### config.mk
export PLATFORM = sky130hd
export DESIGN_NAME = mem_port_arbiter
export DESIGN_NICKNAME = d
export VERILOG_FILES = /design/src/rtl/mem_port_arbiter.sv
export SDC_FILE = /design/constraint.sdc
export NUM_CORES = 1
export LEC_CHECK = 0
export BUFFER_PORTS_ARGS = -buffer_cell sky130_fd_sc_hd__buf_4
export CORE_AREA = 2 2 107 109
export CTS_BUF_LIST = sky130_fd_sc_hd__clkbuf_16
export CTS_CLUSTER_SIZE = 25
export DETAILED_ROUTE_END_ITERATION = 8
export DIE_AREA = 0 0 109 111
export GPL_TIMING_DRIVEN = 0
export HOLD_SLACK_MARGIN = 0.08
export PLACE_DENSITY = 0.77
export SYNTH_ARGS = -nofsm -noshare
export SYNTH_HDL_FRONTEND = slang
export SYNTH_SLANG_ARGS = --single-unit
### constraint.sdc
create_clock -name clk -period 5.4 [get_ports clk]
set_input_delay 1.08 -clock clk [delete_from_list [all_inputs] [get_ports clk]]
set_output_delay 1.08 -clock clk [all_outputs]
set_load 0.005 [all_outputs]
### src/rtl/mem_port_arbiter.sv
// rtl/mem_port_arbiter.sv - single-outstanding arbiter for the shared fetch/data memory port
// Data wins contention unless it also won the previous grant; a response timeout aborts the access.
module mem_port_arbiter #(
  parameter int DATA_WIDTH = 32,
  parameter int ADDR_WIDTH = 32,
  parameter int TIMEOUT    = 15
) (
  input  logic                    clk,
  input  logic                    rst_n,
  input  logic                    if_req,
  input  logic [ADDR_WIDTH-1:0]   if_addr,
  output logic [DATA_WIDTH-1:0]   if_rdata,
  output logic                    if_valid,
  input  logic                    dm_req,
  input  logic                    dm_we,
  input  logic [ADDR_WIDTH-1:0]   dm_addr,
  input  logic [DATA_WIDTH-1:0]   dm_wdata,
  input  logic [DATA_WIDTH/8-1:0] dm_be,
  output logic [DATA_WIDTH-1:0]   dm_rdata,
  output logic                    dm_valid,
  output logic                    mem_req,
  output logic                    mem_we,
  output logic [ADDR_WIDTH-1:0]   mem_addr,
  output logic [DATA_WIDTH-1:0]   mem_wdata,
  output logic [DATA_WIDTH/8-1:0] mem_be,
  input  logic                    mem_gnt,
  input  logic                    mem_rvalid,
  input  logic [DATA_WIDTH-1:0]   mem_rdata,
  output logic                    stall_f,
  output logic                    stall_m,
  output logic                    timeout_err
);

  localparam int BW = DATA_WIDTH / 8;
  localparam int CW = $clog2(TIMEOUT + 1);
  localparam logic [CW-1:0] TMAX = CW'(TIMEOUT);

  typedef enum logic [1:0] {S_IDLE, S_ISSUE, S_RESP} state_t;

  state_t                state_q, state_d;
  logic                  owner_q, owner_d;   // 1 = data, 0 = fetch
  logic                  last_q, last_d;
  logic [CW-1:0]         cnt_q, cnt_d;
  logic                  terr_q, terr_d;
  logic                  we_q, we_d;
  logic [ADDR_WIDTH-1:0] addr_q, addr_d;
  logic [DATA_WIDTH-1:0] wdata_q, wdata_d;
  logic [BW-1:0]         be_q, be_d;
  logic                  done, tmo, pick_dm;
  logic [CW-1:0]         cnt_inc;

  always_ff @(posedge clk) begin
    if (!rst_n) begin
      state_q <= S_IDLE;
      owner_q <= 1'b0;
      last_q  <= 1'b0;
      cnt_q   <= '0;
      terr_q  <= 1'b0;
      we_q    <= 1'b0;
      addr_q  <= '0;
      wdata_q <= '0;
      be_q    <= '0;
    end else begin
      state_q <= state_d;
      owner_q <= owner_d;
      last_q  <= last_d;
      cnt_q   <= cnt_d;
      terr_q  <= terr_d;
      we_q    <= we_d;
      addr_q  <= addr_d;
      wdata_q <= wdata_d;
      be_q    <= be_d;
    end
  end

  always_comb begin
    state_d = state_q;
    owner_d = owner_q;
    last_d  = last_q;
    cnt_d   = cnt_q;
    terr_d  = terr_q;
    we_d    = we_q;
    addr_d  = addr_q;
    wdata_d = wdata_q;
    be_d    = be_q;
    done    = 1'b0;
    tmo     = 1'b0;
    pick_dm = dm_req & ~(if_req & last_q);
    cnt_inc = (cnt_q == TMAX) ? cnt_q : cnt_q + 1'b1;
    case (state_q)
      S_IDLE: begin
        if (if_req | dm_req) begin
          state_d = S_ISSUE;
          owner_d = pick_dm;
          cnt_d   = '0;
          if (pick_dm) begin
            we_d    = dm_we;
            addr_d  = dm_addr;
            wdata_d = dm_wdata;
            be_d    = dm_be;
          end else begin
            we_d    = 1'b0;
            addr_d  = if_addr;
            wdata_d = '0;
            be_d    = '1;
          end
        end
      end
      S_ISSUE: begin
        cnt_d = cnt_inc;
        if (cnt_q == TMAX) tmo = 1'b1;
        else if (mem_gnt) state_d = S_RESP;
      end
      S_RESP: begin
        cnt_d = cnt_inc;
        if (mem_rvalid) done = 1'b1;
        else if (cnt_q == TMAX) tmo = 1'b1;
      end
      default: state_d = S_IDLE;
    endcase
    // A timeout completes the access too, so it counts toward the alternation.
    if (done | tmo) begin
      state_d = S_IDLE;
      last_d  = owner_q;
    end
    if (tmo) terr_d = 1'b1;
  end

  assign if_valid    = (done | tmo) & ~owner_q;
  assign dm_valid    = (done | tmo) & owner_q;
  assign if_rdata    = (done & ~owner_q) ? mem_rdata : '0;
  assign dm_rdata    = (done & owner_q) ? mem_rdata : '0;
  assign mem_req     = (state_q == S_ISSUE);
  assign mem_we      = we_q;
  assign mem_addr    = addr_q;
  assign mem_wdata   = wdata_q;
  assign mem_be      = be_q;
  assign stall_f     = if_req & ~if_valid;
  assign stall_m     = dm_req & ~dm_valid;
  assign timeout_err = terr_q;

endmodule

==> key figures, run 1 <==
Global routing
  – Initial antenna violation count: 0
  – First-pass GRT wire length: 19,040 um
  – Gr ovfl total: 0
  – Vias in the first global route: 3,926
  – Total global-route track usage: 19.70%
  – Pin count of the biggest net entering global routing: 16

Floorplan
  – Die Footprint: 12,100 um^2
  – Core ar.: 11,080 um^2
  – I/O pins: 278
  – Cell row count: 39
  – Die height: 111 um
  – Die width: 109 um
  – Starting Density: 33.91%

Route
  – Routed len/inst: 15.06 um
  – Drt via density: 4.788
  – First drt pass iteration count: 4
  – # DRC: 0
  – Drt total wl: 12,480 um
  – 1st-iter DRT viols: 170
  – ANT nets after route: 0
  – Vias after detailed routing: 3,969

Worst setup path
  – Crit path max-delay family: simple AND/OR/NAND/NOR gates
  – Worst path bufs/invs: 2
  – WP depth: 7
  – Reg2reg end: mem_addr[20]
  – Crit path max fanout: 5
  – Worst R2R Setup Slack: 3.51 ns
  – Critical Path AT: 2.15 ns
  – Slowest CP cell: a22oi_1
  – Reg2reg path depth: 6
  – Crit path from: state_q[0]
  – CP required: 4.32 ns
  – Nature of the critical path startpoint: flop
  – Critical path endpoint: stall_m
  – CP Capture Type: primary output
  – Reg-to-reg critical path startpoint: state_q[1]
  – Worst path max stage delay: 0.40 ns
  – Critical Path, Cell by Cell: inv_1 -> ha_1 -> and4_1 -> a22oi_1 -> nor2_1 -> nor2b_1 -> buf_4
  – Setup Crit Path Kind: flop to primary output

Cells and area
  – Multi-input combinational cell area: 2016 um^2
  – # diodes: 0
  – Filler cells: 994
  – Final Util: 56.99%
  – Layout area overhead: 68.05%
  – FF/Latch Area: 1562 um^2
  – Layout Nets: 825
  – Ratio of cells with drive above 1 in the final layout: 44.90%

STA
  – Pins Over Slew Limit: 0
  – Post-route clock period utilization: 59.82%
  – Hold Slack: 0.4788 ns
  – Max Fclk: 309.6 MHz
  – Number of hold violations in the final report: 0
  – Rel. slew slack: 57.98%
  – Final Skew: 0.009077 ns
  – Slew @ Worst Pin: 0.6261 ns
  – Sum Neg Setup Slack: 0 ns
  – Final worst slack: 2.170 ns
  – Final Critical Period: 3.230 ns
  – Setup violators final: 0
  – RSZ-0062 raised after global routing: no

Logic synthesis
  – Sequential share of the synthesized area: 41.57%
  – Mapped Avg Cell Area: 9.533 um^2
  – Synth warn: 0
  – Synth Instances: 394
  – FF+latch count, synth: 78
  – Yosys cell types: 32
  – Syn_nets: 538
  – Synth Cell Area: 3756 um^2

Power and ir drop
  – Leakage: 0.003347 uW
  – PD cells: 371.4 nW/um^2
  – VDD IR-drop max: 0.0002566 V
  – Pwr Total: 2344 uW

Place
  – Port bufs: 276
  – Pre-CTS setup slack: 2.226 ns
  – DPL Wire Length: 10,000 um
  – RePlAce Congestion: 0.7743

Clock network
  – Post-CTS Hold Buffers: 0
  – Clk slew on worst S/H paths: 0.06 ns
  – Total CTS buffers: 9
  – # clock sinks: 78
  – Clock root buffer: clkbuf_16
  – TritonCTS clock tree: yes
  – Post-CTS sizing: 0
  – H-Tree Depth: 3
  – Worst-Skew Late Latency: 0.33 ns
  – Post-CTS Setup Inserts: 0
  – Bufs on Longest Clock Path: 2

Run
  – Max_cap viols: 0

Outcome
  – Status: finished clean

Worst hold path
  – Min-Delay Path Class: flop to flop
-- worst register-to-register path: cells and delay by family (launching register included) --
family                     cells  cell delay (ns)
buffers and inverters          3             0.77
AOI/OAI and AO/OA              2             0.46
DFF                            1             0.32
adders and majority gates      1             0.29
-- cell usage after synthesis --
cell	instances	area, um^2
a2111oi_2	1	15.01
a21boi_0	2	15.01
a21boi_1	1	7.510
a22oi_1	34	255.2
a41o_1	1	10.01
and2_1	65	406.6
and3_1	2	12.51
and4_1	2	17.52
buf_1	3	11.26
buf_2	2	10.01
buf_4	5	37.54
buf_6	3	33.78
clkbuf_1	19	71.32
dfxtp_1	78	1562
ha_1	5	62.56
inv_1	4	15.01
mux2i_1	34	340.3
nand2_1	36	135.1
nand2b_1	1	6.260
nand3_1	3	15.01
nor2_1	8	30.03
nor2b_1	36	225.2
nor3_1	1	5.000
nor3b_2	1	12.51
nor4_1	1	6.260
nor4b_1	1	8.760
o211a_1	32	320.3
o21a_1	3	22.52
o21ai_0	2	10.01
o21ai_1	1	5.000
o221a_2	4	45.04
xnor2_1	3	26.28
-- cell usage in the layout (no fill, tap or decap) --
cell and n:
o221a_2 4, and2_1 65, dfxtp_1 78, mux2i_1 34, a41o_1 1, buf_2 2
nand3_1 3, nor4b_1 1, bufinv_16 1, nor2b_1 36, xnor2_1 3, and3_1 2
inv_6 3, nor3b_2 1, nor3_1 1, a21boi_0 2, buf_1 3, nor2_1 8
o21ai_0 2, nand2b_1 1, clkinvlp_4 1, a21boi_1 1, clkbuf_1 19, o21ai_1 1
a22oi_1 34, clkinv_2 1, and4_1 2, o21a_1 3, buf_4 281, nor4_1 1
buf_6 3, a2111oi_2 1, nand2_1 36, o211a_1 32, ha_1 5, inv_1 4
clkbuf_16 9, inv_8 1
-- registers in the layout, indices dropped and copies added, names as in the netlist --
signal	cells
mem_wdata	32
state_q	2
timeout_err	1
last_q	1
mem_we	1
owner_q	1
cnt_q	4
mem_be	4
mem_addr	32
-- through the flow --
stage,instance area (um^2),std cells
3_3_place_gp,6007,813
4_1_cts,6312,829
5_1_grt,6312,829
3_5_place_dp,6007,813
2_1_floorplan,3756,394
6_report,6312,829
-- metal layers --
layer / global-route usage, % / wire, um / up-vias / part of all wire [%]
li1: - / - / 1945 / -
met1: 21.62 / 4838 / 1827 / 39
met2: 35.86 / 6389 / 179 / 51
met3: 5.644 / 1048 / 18 / 8.4
met4: 6.068 / 205 / 0 / 1.6
met5: 0 / 0 / - / 0
-- area by class of cell --
type                            instances  share of cell area [%]
Sequential cell                        78                   24.74
Multi-Input combinational cell        280                   31.93
Buffer                                 32                   2.597
Inverter                                4                  0.2379
Clock inverter                          7                   1.269
Tap cell                              143                   2.834
Timing Repair Buffer                  276                   32.82
Clock buffer                            9                   3.568
-- where the power goes --
part | internal (uW) | switching (uW)
sequential | 728 | 91.0
combinational | 479 | 423
clock | 366 | 258
-- worst min-delay path by stage --
stage	to	start	cells past startpoint	slack (ns)
after CTS	last_q	last_q	2	0.48
after global routing	timeout_err	timeout_err	1	0.50
after detailed placement	timeout_err	timeout_err	1	0.47
after global placement	timeout_err	timeout_err	1	0.45
final	last_q	last_q	2	0.48
after floorplan	last_q	last_q	2	0.44
-- kinds of logic (layout without fill, tap and decap cells) --
family	count (synthesis)	in the layout	synth area share, %
XOR/XNOR	3	3	0.6997
adder cells (fa/ha/maj)	5	5	1.666
multiplexers	34	34	9.061
buffers and inverters	36	328	4.763
AND/OR/NAND/NOR	157	157	23.45
flip-flops	78	78	41.57
AO/OA/AOI/OAI	81	81	18.79
No activity file was read; power rests on OpenSTA's default activity.
==> inputs of run 2 (changes only) <==
--- a/config.mk
+++ b/config.mk
@@ -5,6 +5,7 @@
 export SDC_FILE = /design/constraint.sdc
 export NUM_CORES = 1
 export LEC_CHECK = 0
+export ABC_AREA = 1
 export BUFFER_PORTS_ARGS = -buffer_cell sky130_fd_sc_hd__buf_4
 export CORE_AREA = 2 2 107 109
 export CTS_BUF_LIST = sky130_fd_sc_hd__clkbuf_16
==> constraint.sdc (replaced) <==
create_clock -name clk -period 3.33 [get_ports clk]
set_input_delay 0.666 -clock clk [delete_from_list [all_inputs] [get_ports clk]]
set_output_delay 0.666 -clock clk [all_outputs]
set_load 0.005 [all_outputs]
==> key figures, run 2 <==
Logic synthesis
  – FF+latch count, synth: 78
  – Synth Cell Area: 3716 um^2
  – Synth Instances: 562
  – Sequential share of the synthesized area: 42.02%
  – Synth warn: 0
  – Yosys cell types: 22
  – Post-synth EDFFs: 0
  – Count leader, synth: nor2_1
  – Syn_nets: 706
  – Mapped Avg Cell Area: 6.612 um^2
  – Post-synth top cells: nor2_1 (117), nand2_1 (89), dfxtp_1 (78)
  – Ys flop type: dfxtp_1
  – Main area contributors after synthesis: dfxtp_1 (42%), nor2_1 (12%), a21oi_1 (9.8%), nand2_1 (9.0%), inv_1 (7.8%)
  – Async SR Flop Fraction: 0%
  – Post-synth top area share: 42.02%
  – Post-synth top area cell: dfxtp_1

Power and ir drop
  – Gate power share: 40.0%
  – PD cells: 612.8 nW/um^2
  – Leakage: 0.003313 uW
  – Clk network pwr share: 25.8%
  – Net Sw Frac: 34.76%
  – Net Switching: 1339 uW
  – Flop pwr share: 34.2%
  – VDD IR-drop max: 0.0005093 V
  – Internal power: 2513 uW

STA
  – Pins Over Slew Limit: 0
  – Final Critical Period: 2.711 ns
  – Slew @ Worst Pin: 0.5162 ns
  – Final Skew: 0.004040 ns
  – Max Fclk: 368.8 MHz
  – Hold Slack: 0.4522 ns
  – RSZ-0062 raised after global routing: no
  – Post-route clock period utilization: 81.42%
  – Rel. slew slack: 65.59%
  – Number of hold violations in the final report: 0
  – Setup violators final: 0
  – Sum Neg Setup Slack: 0 ns

Cells and area
  – Fin area: 6286 um^2
  – Fin cells: 1,001
  – Layout area overhead: 69.16%
  – Commonest non-fill, non-tap cell in the layout: buf_4
  – Layout Nets: 994
  – Final Util: 56.75%
  – Ratio of cells with drive above 1 in the final layout: 37.43%
  – Most frequent cells in the layout: buf_4 (286), nor2_1 (117), nand2_1 (89)
  – Filler cells: 1,119

Floorplan
  – I/O pins: 278
  – Core ar.: 11,080 um^2
  – Die width: 109 um
  – Die height: 111 um
  – Starting Density: 33.55%
  – Die Footprint: 12,100 um^2
  – Cell row count: 39

Global routing
  – First-pass GRT wire length: 20,650 um
  – Vias in the first global route: 4,319
  – Pin count of the biggest net entering global routing: 16
  – Gr ovfl total: 0
  – Initial antenna violation count: 3
  – Total global-route track usage: 21.80%

Outcome
  – Status: finished clean

Route
  – First drt pass iteration count: 4
  – Routed len/inst: 13.48 um
  – 1st-iter DRT viols: 168
  – Drt via density: 4.495
  – Drt total wl: 13,490 um
  – Vias after detailed routing: 4,499
  – # DRC: 0
  – ANT nets after route: 0

Place
  – DPL Wire Length: 10,920 um
  – Placed insts: 982
  – RePlAce Congestion: 0.8029
  – Port bufs: 277
  – Dpl cell area: 5974 um^2

Clock network
  – Worst-Skew Late Latency: 0.33 ns
  – Post-CTS Hold Buffers: 0
  – Total CTS buffers: 9
  – H-Tree Depth: 3
  – Post-CTS Setup Inserts: 0
  – Post-CTS sizing: 0
  – Bufs on Longest Clock Path: 2
  – # clock sinks: 78
  – TritonCTS clock tree: yes
  – Clk slew on worst S/H paths: 0.07 ns
  – Clock root buffer: clkbuf_16

Worst setup path
  – Nature of the critical path startpoint: flop
  – Crit path max fanout: 10
  – CP Capture Type: primary output
  – Worst path max stage delay: 0.39 ns
  – Setup Crit Path Kind: flop to primary output
  – Slowest CP cell: clkbuf_1
  – CP required: 2.66 ns
  – Critical Path, Cell by Cell: inv_1 -> ha_1 -> nand2_1 -> inv_1 -> nand2_1 -> clkbuf_1 -> nor2_1 -> buf_4
  – Critical Path AT: 2.05 ns

Run
  – Max_cap viols: 0

Worst hold path
  – Min-Delay Path Class: flop to flop
-- run 2: changes by cell type after synthesis, moves of 36 or more --
cell,previous run,this run
nor2_1,8,117
nand2_1,36,89
a21oi_1,0,73
and2_1,65,0
inv_1,4,77
nor2b_1,36,0
o21ai_1,1,48
-- run 2: logic make-up after synthesis --
family,Yosys count,synth area share (%)
AOI/OAI and AO/OA,147,20.27
xor gates and xnor gates,1,0.2357
adders and majority gates,5,1.684
buffers and inverters,116,13.60
DFF,78,42.02
and+or+nand+nor,215,22.19
-- run 2: final cells by class --
cell class / instances / area (um^2) / area share, %
diodes: 3 / 7.507 / 0.1194
plain buffers: 34 / 197.7 / 3.145
clock buffers: 9 / 225.2 / 3.583
clock inverters: 7 / 78.83 / 1.254
inverters: 82 / 307.8 / 4.896
multi-input cells: 368 / 1649 / 26.23
flip-flops and latches: 78 / 1562 / 24.84
well taps: 143 / 178.9 / 2.846
repair buffers: 277 / 2079 / 33.08
-- run 2: worst paths after layout --
| path | from | to | slack, ns | cells after the start |
|---|---|---|---|---|
| setup reg to reg | state_q[0] | mem_addr[7] | 1.61 | 8 |
| hold / removal | timeout_err | timeout_err | 0.45 | 2 |
| setup / recovery | state_q[0] | if_rdata[25] | 0.62 | 8 |
| hold reg to reg | timeout_err | timeout_err | 0.45 | 2 |
-- run 2: per-layer routing --
| layer | routed length [um] | global-route usage, % |
|---|---|---|
| met5 | 0 | 0 |
| met4 | 348 | 9.231 |
| met3 | 1102 | 5.644 |
| met2 | 6933 | 39.96 |
| met1 | 5105 | 22.98 |
-- run 2: metrics by stage --
stage          total power, uW  setup slack (ns)
3_3_place_gp              2864            0.8955
2_1_floorplan             2122             1.306
3_5_place_dp              2889            0.8963
5_1_grt                   4140            0.4436
6_report                  3852            0.6187
4_1_cts                   3894            0.6167
-- run 2: power groups by stage --
| stage | clock [uW] | combinational [uW] | sequential [uW] |
|---|---|---|---|
| final | 993 | 1540 | 1320 |
| after global placement | 0 | 1540 | 1320 |
| after detailed placement | 0 | 1560 | 1330 |
| after floorplan | 0 | 782 | 1340 |
| after global routing | 1060 | 1730 | 1350 |
| after CTS | 1020 | 1560 | 1320 |
-- run 2: worst max-delay path, delay by kind of cell (launching register included) --
kind          cells  cell delay [ns]
flops             1             0.38
buf+inv           4             0.70
simple gates      3             0.42
fa+ha+maj         1             0.23
==> inputs of run 3 (changes only) <==
--- a/config.mk
+++ b/config.mk
@@ -5,7 +5,7 @@
 export SDC_FILE = /design/constraint.sdc
 export NUM_CORES = 1
 export LEC_CHECK = 0
-export ABC_AREA = 1
+export ABC_AREA = 0
 export BUFFER_PORTS_ARGS = -buffer_cell sky130_fd_sc_hd__buf_4
 export CORE_AREA = 2 2 107 109
 export CTS_BUF_LIST = sky130_fd_sc_hd__clkbuf_16
==> constraint.sdc (replaced) <==
create_clock -name clk -period 2.5 [get_ports clk]
set_input_delay 0.5 -clock clk [delete_from_list [all_inputs] [get_ports clk]]
set_output_delay 0.5 -clock clk [all_outputs]
set_load 0.005 [all_outputs]
==> key figures, run 3 (synthesized netlist as in run 1, its figures left out) <==
Outcome
  – Status: finished clean

Clock network
  – Bufs on Longest Clock Path: 2
  – H-Tree Depth: 3
  – TritonCTS clock tree: yes
  – Post-CTS Hold Buffers: 0
  – Clock root buffer: clkbuf_16
  – Total CTS buffers: 9
  – Clk slew on worst S/H paths: 0.07 ns
  – Worst-Skew Late Latency: 0.33 ns
  – # clock sinks: 78

Global routing
  – Total global-route track usage: 19.72%
  – Initial antenna violation count: 0
  – Pin count of the biggest net entering global routing: 16
  – Vias in the first global route: 3,942
  – Gr ovfl total: 0
  – First-pass GRT wire length: 19,050 um

Route
  – Routed len/inst: 15.06 um
  – 1st-iter DRT viols: 155
  – Drt via density: 4.808
  – # DRC: 0
  – ANT nets after route: 0
  – First drt pass iteration count: 4
  – Vias after detailed routing: 3,991
  – Drt total wl: 12,500 um

Worst setup path
  – Reg2reg path depth: 6
  – Worst path max stage delay: 0.34 ns
  – CP Capture Type: primary output
  – Reg-to-reg critical path startpoint: state_q[0]
  – Setup Crit Path Kind: flop to primary output
  – Critical Path AT: 1.87 ns
  – Crit path from: state_q[0]
  – Crit path max fanout: 10
  – Reg2reg end: mem_addr[20]
  – Critical Path, Cell by Cell: inv_1 -> ha_1 -> and3_1 -> clkbuf_2 -> and2_1 -> buf_4
  – CP required: 2.00 ns
  – Slowest CP cell: dfxtp_2
  – Nature of the critical path startpoint: flop
  – Worst R2R Setup Slack: 0.71 ns

STA
  – Number of hold violations in the final report: 0
  – Max Fclk: 422.3 MHz
  – Slew @ Worst Pin: 0.6236 ns
  – Final Critical Period: 2.368 ns
  – Pins Over Slew Limit: 0
  – Sum Neg Setup Slack: 0 ns
  – Post-route clock period utilization: 94.72%
  – Setup violators final: 0
  – Final Skew: 0.009346 ns
  – Rel. slew slack: 58.15%

Run
  – Max_cap viols: 0

Power and ir drop
  – VDD IR-drop max: 0.0005564 V
  – Flop pwr share: 34.7%
  – Clk network pwr share: 26.3%
  – Net Switching: 1681 uW
  – Gate power share: 39.0%
  – Internal power: 3429 uW
  – Net Sw Frac: 32.90%
  – Leakage: 0.003374 uW
  – PD cells: 805.0 nW/um^2
  – Pwr Total: 5110 uW

Worst hold path
  – Min-delay src: dm_wdata[21]
  – Min-Delay Endpoint: mem_wdata[21]
  – Min-Delay Path Class: primary input to flop
  – Hold depth: 3

Cells and area
  – Commonest non-fill, non-tap cell in the layout: buf_4
  – Fin area: 6347 um^2
  – # diodes: 0
  – Most frequent cells in the layout: buf_4 (282), dfxtp_1 (77), and2_1 (65)
  – Ratio of cells with drive above 1 in the final layout: 46.58%
  – Layout Nets: 826
  – Layout area overhead: 68.99%

Floorplan
  – Core ar.: 11,080 um^2
  – I/O pins: 278
  – Cell row count: 39
  – Die Footprint: 12,100 um^2
  – Starting Density: 33.91%
  – Die width: 109 um
  – Die height: 111 um

Place
  – DPL Wire Length: 10,000 um
  – Dpl cell area: 6007 um^2
  – Port bufs: 276
  – RePlAce Congestion: 0.7743
[run 3: cell types whose count changed in the layout (fill, tap and decap cells not counted), moves of 36 or more]
cell,previous run,this run
nor2b_1,0,36
a21oi_1,73,0
nand2_1,89,36
nor2_1,117,8
and2_1,0,65
o21ai_1,48,1
inv_1,77,3
[run 3: power groups by stage]
stage | clock network (uW) | registers, uW | logic [uW]
CTS | 1390 | 1770 | 1980
detailed placement | 0 | 1780 | 1970
global route | 1430 | 1810 | 2180
floorplan | 0 | 1790 | 955
finish | 1350 | 1770 | 1990
global placement | 0 | 1770 | 1920
[run 3: how the worst max path moves through the flow]
stage,to,slack [ns],depth (start not counted)
global route,dm_rdata[3],-0.02,6
CTS,stall_f,0.02,7
finish,dm_rdata[3],0.13,6
floorplan,stall_f,0.45,6
detailed placement,stall_m,0.19,7
global placement,stall_m,0.22,7
[run 3: worst max-delay path: cells and delay by family, from the launching register on]
kind | cells | cell delay, ns
adder cells (fa/ha/maj) | 1 | 0.26
buffers and inverters | 3 | 0.47
flip-flops | 1 | 0.34
AND/OR/NAND/NOR | 2 | 0.48
[run 3: cell type report]
| type | count | area, um^2 |
|---|---|---|
| Fill cell | 996 | 4730 |
| Clock buffer | 9 | 225.2 |
| Timing Repair Buffer | 277 | 2079 |
| Multi-Input combinational cell | 280 | 2034 |
| Clock inverter | 7 | 80.08 |
| Inverter | 4 | 15.01 |
| Buffer | 32 | 171.4 |
| Tap cell | 143 | 178.9 |
| Sequential cell | 78 | 1563 |
[run 3: per-layer routing]
layer / up-vias / global-route usage, % / part of all wire [%]
met4: 0 / 6.068 / 1.6
li1: 1953 / - / -
met5: - / 0 / 0
met2: 177 / 36.07 / 52
met3: 18 / 5.644 / 8.3
met1: 1843 / 21.51 / 38
[run 3: what timing repair did]
action                                  in CTS  in global routing
gates resized for setup                      1                 16
endpoints found under the setup margin       4                 57
pin swaps                                    1                  1
setup buffers                                1                  0
[run 3: metrics by stage]
stage | worst slack, ns | hold slack, ns | cells | utilization (%)
floorplan | 0.4543 | 0.4441 | 394 | -
global placement | 0.2153 | 0.4520 | 813 | 54.23
detailed placement | 0.1875 | 0.4708 | 813 | 54.23
CTS | 0.02076 | 0.4258 | 830 | 57.10
global route | -0.02026 | 0.4251 | 830 | 57.30
finish | 0.1321 | 0.4397 | 830 | 57.30
